<file path="src/rtl/axi_lite_reg_slave.sv">
// AXI4-Lite slave: two RW operands (OPA/OPB), RO sum and RO OKAY-write count at BASE_ADDR+0x0..0xC.
// Latency: B one cycle after the later of AW/W is accepted; R valid on the edge AR is accepted.
// Backpressure: one write and one read in flight; readies stay low until the matching B/R handshake.
module axi_lite_reg_slave #(
    parameter int DATA_WIDTH = 32,
    parameter int ADDR_WIDTH = 8,
    parameter int RESP_WIDTH = 3,
    parameter logic [ADDR_WIDTH-1:0] BASE_ADDR = '0
) (
    input  logic                    s_axi_aclk,
    input  logic                    s_axi_areset,
    input  logic [ADDR_WIDTH-1:0]   s_axi_awaddr,
    input  logic                    s_axi_awvalid,
    output logic                    s_axi_awready,
    input  logic [DATA_WIDTH-1:0]   s_axi_wdata,
    input  logic [DATA_WIDTH/8:0]   s_axi_wstrb,
    input  logic                    s_axi_wvalid,
    output logic                    s_axi_wready,
    output logic [RESP_WIDTH-1:0]   s_axi_bresp,
    output logic                    s_axi_bvalid,
    input  logic                    s_axi_bready,
    input  logic [ADDR_WIDTH-1:0]   s_axi_araddr,
    input  logic                    s_axi_arvalid,
    output logic                    s_axi_arready,
    output logic [DATA_WIDTH-1:0]   s_axi_rdata,
    output logic [RESP_WIDTH-1:0]   s_axi_rresp,
    output logic                    s_axi_rvalid,
    input  logic                    s_axi_rready
);

    localparam int NB = DATA_WIDTH / 8;
    localparam logic [RESP_WIDTH-1:0] RESP_OKAY   = RESP_WIDTH'(0);
    localparam logic [RESP_WIDTH-1:0] RESP_SLVERR = RESP_WIDTH'(2);
    localparam logic [RESP_WIDTH-1:0] RESP_DECERR = RESP_WIDTH'(3);

    typedef enum logic [1:0] {W_IDLE, W_COMMIT, W_RESP} w_state_t;
    typedef enum logic {R_IDLE, R_DATA} r_state_t;

    w_state_t              w_state;
    r_state_t              r_state;
    logic [DATA_WIDTH-1:0] opa, opb, wcnt, sum;
    logic [ADDR_WIDTH-1:0] awaddr_q;
    logic [DATA_WIDTH-1:0] wdata_q;
    logic [NB-1:0]         wstrb_q;
    logic                  aw_done, w_done;
    logic                  aw_hs, w_hs;
    logic                  unused_wstrb_msb;

    assign sum              = opa + opb;
    assign aw_hs            = s_axi_awvalid && s_axi_awready;
    assign w_hs             = s_axi_wvalid && s_axi_wready;
    assign unused_wstrb_msb = s_axi_wstrb[NB];

    // Base is 16-byte aligned, so the upper bits select the window and [1:0] must be zero.
    function automatic logic addr_hit(input logic [ADDR_WIDTH-1:0] a);
        return (a[ADDR_WIDTH-1:4] == BASE_ADDR[ADDR_WIDTH-1:4]) && (a[1:0] == 2'b00);
    endfunction

    always_ff @(posedge s_axi_aclk) begin
        if (s_axi_areset) begin
            w_state       <= W_IDLE;
            s_axi_awready <= 1'b0;
            s_axi_wready  <= 1'b0;
            s_axi_bvalid  <= 1'b0;
            s_axi_bresp   <= '0;
            aw_done       <= 1'b0;
            w_done        <= 1'b0;
            awaddr_q      <= '0;
            wdata_q       <= '0;
            wstrb_q       <= '0;
            opa           <= '0;
            opb           <= '0;
            wcnt          <= '0;
        end else begin
            case (w_state)
                W_IDLE: begin
                    if (aw_hs) begin
                        awaddr_q      <= s_axi_awaddr;
                        aw_done       <= 1'b1;
                        s_axi_awready <= 1'b0;
                    end else if (!aw_done) begin
                        s_axi_awready <= 1'b1;
                    end
                    if (w_hs) begin
                        wdata_q      <= s_axi_wdata;
                        wstrb_q      <= s_axi_wstrb[NB-1:0];
                        w_done       <= 1'b1;
                        s_axi_wready <= 1'b0;
                    end else if (!w_done) begin
                        s_axi_wready <= 1'b1;
                    end
                    if ((aw_done || aw_hs) && (w_done || w_hs))
                        w_state <= W_COMMIT;
                end
                W_COMMIT: begin
                    s_axi_bvalid <= 1'b1;
                    w_state      <= W_RESP;
                    if (!addr_hit(awaddr_q)) begin
                        s_axi_bresp <= RESP_DECERR;
                    end else if (awaddr_q[3]) begin
                        s_axi_bresp <= RESP_SLVERR;
                    end else begin
                        s_axi_bresp <= RESP_OKAY;
                        wcnt        <= wcnt + DATA_WIDTH'(1);
                        for (int i = 0; i < NB; i++) begin
                            if (wstrb_q[i]) begin
                                if (awaddr_q[2]) opb[8*i +: 8] <= wdata_q[8*i +: 8];
                                else             opa[8*i +: 8] <= wdata_q[8*i +: 8];
                            end
                        end
                    end
                end
                W_RESP: begin
                    if (s_axi_bready) begin
                        s_axi_bvalid  <= 1'b0;
                        s_axi_awready <= 1'b1;
                        s_axi_wready  <= 1'b1;
                        aw_done       <= 1'b0;
                        w_done        <= 1'b0;
                        w_state       <= W_IDLE;
                    end
                end
                default: w_state <= W_IDLE;
            endcase
        end
    end

    // Read data is captured from the current register values, so a read on a commit edge sees pre-write state.
    always_ff @(posedge s_axi_aclk) begin
        if (s_axi_areset) begin
            r_state       <= R_IDLE;
            s_axi_arready <= 1'b0;
            s_axi_rvalid  <= 1'b0;
            s_axi_rdata   <= '0;
            s_axi_rresp   <= '0;
        end else begin
            case (r_state)
                R_IDLE: begin
                    if (s_axi_arvalid && s_axi_arready) begin
                        s_axi_arready <= 1'b0;
                        s_axi_rvalid  <= 1'b1;
                        r_state       <= R_DATA;
                        if (addr_hit(s_axi_araddr)) begin
                            s_axi_rresp <= RESP_OKAY;
                            case (s_axi_araddr[3:2])
                                2'd0:    s_axi_rdata <= opa;
                                2'd1:    s_axi_rdata <= opb;
                                2'd2:    s_axi_rdata <= sum;
                                default: s_axi_rdata <= wcnt;
                            endcase
                        end else begin
                            s_axi_rresp <= RESP_DECERR;
                            s_axi_rdata <= '0;
                        end
                    end else begin
                        s_axi_arready <= 1'b1;
                    end
                end
                R_DATA: begin
                    if (s_axi_rready) begin
                        s_axi_rvalid  <= 1'b0;
                        s_axi_arready <= 1'b1;
                        r_state       <= R_IDLE;
                    end
                end
                default: r_state <= R_IDLE;
            endcase
        end
    end

endmodule

</file>
<file path="config.mk">
export PLATFORM = sky130hd
export DESIGN_NAME = axi_lite_reg_slave
export DESIGN_NICKNAME = d
export VERILOG_FILES = /design/src/rtl/axi_lite_reg_slave.sv
export SDC_FILE = /design/constraint.sdc
export NUM_CORES = 1
export LEC_CHECK = 0
export BUFFER_PORTS_ARGS = -buffer_cell sky130_fd_sc_hd__buf_2
export CAP_MARGIN = 20
export CORE_ASPECT_RATIO = 1.4
export CORE_MARGIN = 4
export CORE_UTILIZATION = 40
export CTS_CLUSTER_SIZE = 14
export DETAILED_ROUTE_END_ITERATION = 6
export PLACE_DENSITY = 0.65
export SKIP_LAST_GASP = 1
export SYNTH_ARGS = -nofsm -noshare
export SYNTH_HDL_FRONTEND = slang
export SYNTH_SLANG_ARGS = --single-unit
</file>
<file path="constraint.sdc">
create_clock -name s_axi_aclk -period 2.7 [get_ports s_axi_aclk]
set_input_delay 0.81 -clock s_axi_aclk [delete_from_list [all_inputs] [get_ports s_axi_aclk]]
set_output_delay 0.81 -clock s_axi_aclk [all_outputs]
set_load 0.03 [all_outputs]
</file>
==> metrics.yaml <==
sta:
  min_period_ns: 2.63
  setup_violations: 0
  fmax_mhz: 381
  max_slew_margin_pct: 59.4
  report.final.slew_viol_count: 0
  tightest_slew_ns: 0.609
  hold_viol_final: 0
  whs_ns: 0.450
  fin_skew_ns: 0.0127
  worst_slack_ns: 0.0736
  rsz0062_at_grt: "false"
  finalCritPeriodShare_pct: 97.3
global_routing:
  grtUsageMet1_pct: 24.2
  antenna_found_initial: 0
  first_global_vias: 7676
  use_met2_pct: 30.2
  use_met3_pct: 3.55
  gr-max-usage-layer: "met2"
  grt_pass1_wl_um: 37900
  grt_usage_pct: 18.5
  gr-total-overflow: 0
  grt_max_degree: 136
critical_path:
  r2r-start: "opb[4]$_SDFFE_PP0P_"
  path_class: "reg2reg"
  crit_required_ns: 3.04
  startpoint_type: "flop"
  end_kind: "flop"
  crit_fanout: 3
  cp-startpoint: "opb[4]$_SDFFE_PP0P_"
  cp.arrival_ns: 2.97
run:
  max-cap-violations: 0
floorplan:
  core_area_sq_um: 22100
  chipWidth_um: 135
  rows: 64
  fp.dieH_um: 186
  die_area_sq_um: 25200
  start_util_pct: 41.0
  ioPinCount: 103
clock_tree:
  cts_buffer_depth: 2
  cts_hold_buf: 0
  cts-root-buf: "clkbuf_16"
  cts_tree: "built"
  clk_pin_slew_worst_paths_ns: 0.08
  cts_sinks: 185
  htreeDepth: 4
  clock_latency_ns: 0.45
  cts_buffers: 17
hold_path:
  hold_start: "s_axi_rdata[19]$_SDFFE_PP0P_"
  min_path_type: "reg2reg"
logic_synthesis:
  async_flop_share_pct: 0
  synth_cells: 1099
  yosys_warnings: 0
  syn-cell-area_sq_um: 9070
  synthDistinctLibCells: 63
  syn_avg_cell_area_sq_um: 8.25
  yosysSeqAreaShare_pct: 40.8
  synth_edf_count: 0
  ys_seq_elements: 185
  synth_ff_type: "dfxtp_1"
layout:
  nets: 1317
  diodes: 0
  fill_cells: 2154
  drive_gt1_share_pct: 22.2
  areaGrowthSynthToFinish_pct: 22.3
  fin_util_pct: 50.2
  stdcell_area_sq_um: 11100
place:
  dp_hpwl_um: 17200
  gp_congestion: 0.897
  pre_cts_slack_ns: -0.0715
  placed_cell_area_sq_um: 10200
  numPortBuffers: 99
route:
  drt_iter0_markers: 604
  viasPerCell: 5.27
  route.detailed.drc: 0
  routedWlPerCell_um: 15.2
  antenna_left: 0
  via_count: 8088
  first_pass_iters: 6
  routed_wl_um: 23400
pwr:
  power_mw: 5.73
  leakage_nw: 4.60
  power_density_nw_per_um2: 516
  vdd_drop_max_mv: 0.428
outcome:
  outcome: "complete, no violations"
==> critical path, stage by stage (launching register included) <==
cell and delay, ns:
dfxtp_1 0.37, ha_4 0.23, a211oi_4 0.27, o31ai_4 0.12
a21oi_2 0.25, o31ai_4 0.12, a31o_4 0.26, a31oi_4 0.17
xnor2_1 0.07, mux4_2 0.45, a22o_1 0.20
==> placed cells by master, fill, tap and decap left out, types with 22 or more instances in the layout <==
cell type,count
nand2_1,176
xnor2_1,22
o21ai_0,38
mux2i_1,36
nand3_1,58
o221ai_1,24
dfxtp_1,178
mux2_2,25
a21oi_1,131
nor2_1,119
ha_1,24
xor2_1,28
buf_2,98
buf_4,66
==> timing repair <==
action | CTS | global route
endpoints found under the setup margin | 3 | 15
pin swaps | 2 | 16
endpoints found under the hold margin | 0 | 0
resized for setup | 5 | 37
setup buffers | 1 | 7
==> power by group <==
group	internal, mW	total (mW)	switching (mW)
Clock	1.28	2.52	1.25
Combinational	0.133	0.374	0.242
Sequential	2.78	2.83	0.0490
Total	4.19	5.73	1.54
==> final cells by class <==
type                    count  area [sq um]  share of cell area [%]
clock buffers              18           439                    3.96
clock inverters            14           173                    1.56
inverters                  12          45.0                   0.406
multi-input cells         840          5290                    47.7
flip-flops and latches    185          3710                    33.5
well taps                 297           372                    3.35
repair buffers            168          1070                    9.61
==> sequential cells by signal, indices dropped and copies added, names as in the netlist <==
signal / cells
opa: 32
opb: 32
s_axi_rdata: 32
wcnt: 32
wdata_q: 32
awaddr_q: 8
wstrb_q: 4
s_axi_bresp: 2
w_state: 2
aw_done: 1
r_state: 1
s_axi_arready: 1
s_axi_awready: 1
s_axi_bvalid: 1
s_axi_rresp: 1
s_axi_rvalid: 1
s_axi_wready: 1
w_done: 1
==> kinds of logic (layout without fill, tap and decap cells) <==
logic type	after synthesis	count (layout)	synth area share [%]
compound gates	265	265	17.9
xor+xnor	50	50	4.83
fa+ha+maj	33	33	4.64
buf+inv	75	212	3.27
flops	185	185	40.8
mux	66	66	8.19
other cells	1	2	0.0413
simple gates	424	424	20.3
==> synthesized netlist by cell type (4+ instances only) <==
cell type    n  area share (%)
dfxtp_1    185              41
nand2_1    177             7.3
a21oi_1    134             7.4
nor2_1     119             4.9
nand3_1     58             3.2
clkbuf_1    57             2.4
o21ai_0     39             2.2
mux2i_1     36             4.0
ha_1        32             4.4
xor2_1      28             2.7
mux2_2      25             3.1
o221ai_1    24             2.3
xnor2_1     22             2.1
or3_1       13            0.90
and3_1      12            0.83
nand4_1     11            0.76
inv_1       10            0.41
nor3_1      10            0.55
a21o_1       9            0.74
o21ai_1      7            0.39
a211oi_1     5            0.41
nand2b_1     5            0.34
nor2b_1      5            0.34
o21bai_1     5            0.41
a22oi_1      4            0.33
a311oi_1     4            0.39
buf_4        4            0.33
mux4_2       4            0.99
o21a_1       4            0.33
==> worst paths after layout <==
| check | depth (start not counted) | slack [ns] | to |
|---|---|---|---|
| worst max-delay path | 10 | 0.07 | s_axi_rdata[25]$_SDFFE_PP0P_ |
| worst min-delay path | 2 | 0.45 | s_axi_rdata[19]$_SDFFE_PP0P_ |
| worst max register to register | 10 | 0.07 | s_axi_rdata[25]$_SDFFE_PP0P_ |
| worst min register to register | 2 | 0.45 | s_axi_rdata[19]$_SDFFE_PP0P_ |
==> stage by stage <==
stage          cells  setup TNS [ns]
5_1_grt         1534               0
3_5_place_dp    1494          -0.201
3_3_place_gp    1494          -0.123
2_1_floorplan   1100               0
6_report        1534               0
4_1_cts         1527        -0.00700
==> routing by layer <==
metal	vias up	wire, um	share of wire (%)
met3	36	1060	4.5
met2	197	10800	46
met4	0	592	2.5
li1	4130	-	-
met5	-	0	0
met1	3725	10900	47
(Power assumes the default switching activity.)
